<file path="config.mk">
export PLATFORM = sky130hd
export DESIGN_NAME = seg_scan_ctrl
export DESIGN_NICKNAME = d
export VERILOG_FILES = /design/src/rtl/seg_scan_ctrl.sv
export SDC_FILE = /design/constraint.sdc
export NUM_CORES = 1
export LEC_CHECK = 0
export CAP_MARGIN = 25
export CORE_MARGIN = 2
export CORE_UTILIZATION = 45
export DETAILED_ROUTE_END_ITERATION = 10
export PLACE_DENSITY = 0.7
export SYNTH_ARGS = -nofsm -noshare
export SYNTH_HDL_FRONTEND = slang
export SYNTH_SLANG_ARGS = --single-unit
</file>
<file path="constraint.sdc">
create_clock -name clk -period 2.35 [get_ports clk]
set_input_delay 0.47 -clock clk [delete_from_list [all_inputs] [get_ports clk]]
set_output_delay 0.47 -clock clk [all_outputs]
set_load 0.02 [all_outputs]
</file>
<file path="src/rtl/seg_scan_ctrl.sv">
// seg_scan_ctrl: time-multiplexed scan controller for an NDIG-digit hex display.
// A clock divider produces one tick per digit slot; each tick advances the digit
// index. Writes go into a shadow buffer through a valid/ready handshake and are
// copied into the active buffer only at the end of a frame, so a frame never tears.
// Optional build macro: LEADING_ZERO_BLANK_EN (blanks leading zero digits; digit 0
// is always shown). When undefined the blanking logic is not built.
module seg_scan_ctrl #(
    parameter int NDIG = 8,
    parameter int DIV  = 50000
) (
    input  logic                 clk,
    input  logic                 rst,
    input  logic                 en,
    input  logic                 wr_en,
    output logic                 wr_ready,
    input  logic [4*NDIG-1:0]    wr_data,
    input  logic [NDIG-1:0]      wr_dot,
    output logic [3:0]           hex_out,
    output logic                 dot_out,
    output logic [NDIG-1:0]      an
);

    localparam int              CNT_W    = $clog2(DIV + 1);
    localparam logic [CNT_W-1:0] DIV_LAST = CNT_W'(DIV - 1);
    localparam logic [2:0]      IDX_LAST = 3'(NDIG - 1);

    typedef enum logic {IDLE, PEND} hs_state_t;

    logic [CNT_W-1:0]   div_cnt_reg;
    logic [2:0]         idx_reg;
    logic [4*NDIG-1:0]  active_data_reg;
    logic [NDIG-1:0]    active_dot_reg;
    logic [4*NDIG-1:0]  shadow_data_reg;
    logic [NDIG-1:0]    shadow_dot_reg;
    hs_state_t          state_reg;
    hs_state_t          state_next;

    logic               tick;
    logic               frame_end;
    logic               accept;
    logic               slot_blank;
    logic [3:0]         act_digit [NDIG];

    assign tick      = en && (div_cnt_reg == DIV_LAST);
    assign frame_end = tick && (idx_reg == IDX_LAST);
    assign accept    = wr_en && wr_ready;

    // Split the active buffer into per-digit nibbles for indexed selection.
    genvar gi;
    generate
        for (gi = 0; gi < NDIG; gi++) begin : g_digit
            assign act_digit[gi] = active_data_reg[4*gi +: 4];
        end
    endgenerate

`ifdef LEADING_ZERO_BLANK_EN
    logic [NDIG-1:0] digit_nz;
    logic [NDIG-1:0] blank_vec;

    generate
        for (gi = 0; gi < NDIG; gi++) begin : g_nz
            assign digit_nz[gi] = (act_digit[gi] != 4'h0) || active_dot_reg[gi];
        end
    endgenerate

    // A digit above 0 is blank while it and every higher digit is zero with no dot.
    always_comb begin
        logic keep;
        keep      = 1'b0;
        blank_vec = '0;
        for (int i = NDIG - 1; i >= 1; i--) begin
            keep         = keep | digit_nz[i];
            blank_vec[i] = ~keep;
        end
    end

    assign slot_blank = blank_vec[idx_reg];
`else
    assign slot_blank = 1'b0;
`endif

    // Slot divider and digit index; both freeze while the scan is halted.
    always_ff @(posedge clk) begin
        if (rst) begin
            div_cnt_reg <= '0;
            idx_reg     <= '0;
        end else if (en) begin
            if (tick) begin
                div_cnt_reg <= '0;
                idx_reg     <= (idx_reg == IDX_LAST) ? 3'd0 : idx_reg + 3'd1;
            end else begin
                div_cnt_reg <= div_cnt_reg + 1'b1;
            end
        end
    end

    // Shadow capture on accept; active buffer reloads only at a frame boundary.
    always_ff @(posedge clk) begin
        if (rst) begin
            shadow_data_reg <= '0;
            shadow_dot_reg  <= '0;
            active_data_reg <= '0;
            active_dot_reg  <= '0;
        end else begin
            if (accept) begin
                shadow_data_reg <= wr_data;
                shadow_dot_reg  <= wr_dot;
            end
            if (frame_end && state_reg == PEND) begin
                active_data_reg <= shadow_data_reg;
                active_dot_reg  <= shadow_dot_reg;
            end
        end
    end

    // Handshake state register.
    always_ff @(posedge clk) begin
        if (rst) state_reg <= IDLE;
        else     state_reg <= state_next;
    end

    // Handshake next state: accept moves to PEND, the commit at frame end returns to IDLE.
    always_comb begin
        state_next = state_reg;
        case (state_reg)
            IDLE:    if (accept)    state_next = PEND;
            PEND:    if (frame_end) state_next = IDLE;
            default:                state_next = IDLE;
        endcase
    end

    // Handshake output: ready only when no write is waiting for its frame boundary.
    always_comb begin
        wr_ready = (state_reg == IDLE);
    end

    // Display decode from registered state; everything dark during reset or halt.
    always_comb begin
        hex_out = 4'h0;
        dot_out = 1'b0;
        an      = '1;
        if (!rst) begin
            hex_out = act_digit[idx_reg];
            dot_out = active_dot_reg[idx_reg];
            if (en && !slot_blank) an = ~(NDIG'(1) << idx_reg);
        end
    end

endmodule
</file>
# Word level (Yosys, flattened, before mapping)
# Cells that the tools add are included.
# Widths: inputs -> output; s select.
dict set report word_totals {
  ff_bits 100
  input_bits 44
  output_inout_bits 14
  elab_cells 36
}
dict set report classes {
  add_sub_neg 2
  n_lt_le_gt_ge 2
  n_eq_ne 2
  shifts 1
  mux 14
  bitwise 3
  n_reduce_logical 5
}
# cell n
set ops {}
lappend ops {{$add 16x1->16 const B} 1}
lappend ops {{$eq 16x16->1 const B} 1}
lappend ops {{$mux 16} 1}
lappend ops {{$mux 8} 2}
lappend ops {{$bmux 4 s3} 1}
lappend ops {{$mux 4} 3}
lappend ops {{$not 8->8} 1}
lappend ops {{$shl 1x3->8 const A} 1}
lappend ops {{$ge 4x4->1 const B} 1}
lappend ops {{$logic_and 1x1->1} 4}
lappend ops {{$lt 3x4->1 const B} 1}
lappend ops {{$mux 1} 4}
lappend ops {{$not 3->4} 1}
lappend ops {{$add 3x1->3 const B} 1}
lappend ops {{$bmux 1 s3} 1}
lappend ops {{$eq 3x3->1 const B} 1}
lappend ops {{$mux 3} 1}
lappend ops {{$pmux 1 s2} 1}
lappend ops {{$reduce_and 2->1} 1}
lappend ops {{$not 1->1} 1}

# Logic depth before layout (Yosys ltp)
# Gate-level depths: netlist (run 1).
dict set report depth {
  ltp_word 5
  ltp_mapped 8
  depth_no_buf 6
}

# Least setup slack after synthesis (run 1)
# Ideal clock, no wire load.
dict set report synth_timing {
  path_type {reg-to-output}
  from {register idx_reg[0]}
  to {output port hex_out[1]}
  arrival_time_ns 1.468
  t_required_ns 1.880
  setup_slack_ns 0.412
  path_stages_with_launch 5
  path_buffers 1
  cell_sequence {dfxtp_1 -> buf_2 -> mux4_2 -> nand2_1 -> a21oi_1}
}
dict set report synth_via {
  elab_chain_len 5
}
# element line
set synth_rtl {}
lappend synth_rtl {{from (decl)} 30} ;# logic [2:0] idx_reg;
lappend synth_rtl {{from (signal assigned)} 90} ;# idx_reg <= (idx_reg == IDX_LAST) ? 3'd0 : idx_reg + 3'd1;
lappend synth_rtl {{$not 3->4 (not written as such)} 143} ;# hex_out = act_digit[idx_reg];
lappend synth_rtl {{$bmux 4 s3} 143}
lappend synth_rtl {{$mux 4 (not written as such) (2 in series)} 143}
lappend synth_rtl {{$mux 4} 142} ;# if (!rst) begin
lappend synth_rtl {{to (decl)} 18} ;# output logic [3:0] hex_out,
# No other way between the ends. The select of a mux whose other input is x is not followed.

# Final worst setup path (run 1)
dict set report layout_timing {
  from {register idx_reg[0]}
  to {output port hex_out[3]}
}
# Same word-level chain as after synthesis.

==> results of run 1 <==
report_power, final:
group / switching, mW / internal (mW)
sequential: 0.0254 / 1.74
combinational: 0.102 / 0.109
clock: 0.573 / 0.548
layout make-up:
cell class	count	share of cell area, %
multi-input combinational	369	39.8
clock inverter	3	0.881
clock buffer	12	2.95
sequential	100	38.1
tap	129	3.07
timing repair buffer	79	14.7
inverter	7	0.500
cells by family after synthesis:
group                      synth area share (%)
buffers and inverters                      4.87
AOI/OAI and AO/OA                          16.3
DFF                                        46.6
muxes                                      5.25
adders and majority gates                  2.04
xor gates and xnor gates                   2.65
and+or+nand+nor                            22.2
synthesized netlist by cell type, drive strengths merged, types with 8 or more instances:
master  instances
xnor2          10
nand2         101
nand3          10
clkbuf         35
nand4          45
buf            11
nor2           18
mux4           10
o21ai          44
dfxtp         100
a21oi          91
nor2b           8
final timing paths:
path                            slack, ps                start                  end
worst max register to register        410           idx_reg[0]   active_data_reg[5]
worst min register to register        460  shadow_data_reg[31]  shadow_data_reg[31]
worst min-delay path                  460  shadow_data_reg[31]  shadow_data_reg[31]
worst max-delay path                   90           idx_reg[0]           hex_out[3]
through the flow:
stage                     setup WS, ps  utilization (%)
after floorplan                    412                -
after global placement            38.1             55.0
after detailed placement         -81.1             55.0
after CTS                         15.7             56.9
after global routing              18.5             56.9
final                             90.1             56.9
layer usage:
layer | part of all wire (%) | track usage (%)
met1 | 43 | 27.1
met2 | 51 | 36.0
met3 | 3.9 | 2.97
met4 | 1.4 | 7.07
met5 | 0 | 0
worst max-delay path: stages (launching register included):
cell,delay (ps)
dfxtp_1,360
buf_12,170
mux4_2,530
nand2_1,90
a21oi_1,80
buf_2,190
==> metrics.cfg, run 1 <==
[clock_network]
tritoncts = built
hold_buffers = 0
clockBufferDepth = 2
insertion_delay_ps = 360
numCtsBuffers = 9
cts_max_level = 3
cts-root-buf = clkbuf_8
cts.repair.resized = 29
clock_sinks = 100
clk_pin_slew_ps = 90
cts_setup_buffers = 0

[timing]
fin_crit_ps = 2260
period_share_pct = 96.2
hold_viol_final = 0
finalSetupViolCount = 0
worst_slew_pin_slew_ps = 582
hold_slack_ps = 460
clock_skew_ps = 7.07
setup_tns_ps = 0
slew_headroom_pct = 61.2
slew_viol_final = 0
fmax_ghz = 0.443
rsz0062_at_grt = false

[routing]
drtIter0Drc = 177
dr_total_vias = 3807
drc = 0
finalWirelength_um = 10000
via_per_inst = 5.45
antenna_left = 0
wl_per_cell_um = 14.4
first_pass_iters = 4

[critical_path]
worst_setup_path_start_kind = register
rr_worst_depth = 8
path_class = register to primary output
end_kind = primary output
arrival_ps = 1790
critPathRequiredTime_ps = 1880
crit_fanout = 15

[global_routing]
antenna_found_initial = 0
grt_pass1_vias = 3665
grt_max_degree = 60
globalRouteTotalUtil_pct = 21.0
globalRouteOverflowTotal = 0
grt_pass1_wl_um = 17300

[yosys]
async_flop_share_pct = 0
synth-edff-count = 0
synthTopCellsByArea = dfxtp_1 (47%), a21oi_1 (11%), nand2_1 (8.8%)
netlist_area_mm2 = 0.00429
yosysTopAreaCell = dfxtp_1
syn_avg_cell_area_um2 = 8.22
synthesis.nets = 573
yosysTopAreaCellShare_pct = 46.6
ys_ff_latch = 100
synth_cell_types = 27
yosysSeqAreaShare_pct = 46.6
synthCells = 522
ys.flop_type = dfxtp_1
yosys_warnings = 0

[final_layout]
multi_input_area_mm2 = 0.00209
final_cell_mix = nand2_1 (101), dfxtp_1 (99), a21oi_1 (91), nand4_1 (45), o21ai_0 (44)
final_common_cell = nand2_1
finalNetCount = 617
fillCellCount = 848
drive_gt1_share_pct = 10.0
finalInstanceArea_mm2 = 0.00525
instances_no_fill = 699
regArea_mm2 = 0.00200
diodes = 0
syn2layout_area_growth_pct = 22.4

[die]
initial_utilization_pct = 46.4
io_pins = 58
die_y_um = 102
dieArea_mm2 = 0.0103
fp.dieW_um = 102
num_rows = 35
fp.coreArea_mm2 = 0.00924

[run]
cap_violations = 0

[min_path]
hp-class = register to register
hold_depth = 2

[place]
place_area_mm2 = 0.00508
port_buffers = 57
dp_cells = 684
hpwlAfterDp_um = 6790
gp_congestion = 0.804

[power_and_ir_drop]
p_per_area_mw_per_mm2 = 589
ir_drop_v = 0.000297
p_leak_nw = 1.72
power_mw = 3.09

[status]
status = finished clean

Power figures use the tool's default switching activity.
==> run 2, diff against run 1 <==
Settings changed: CTS_CLUSTER_DIAMETER set to 150.
==> results of run 2 <==
Final layout, timing and power as in run 1 (identical DEF).
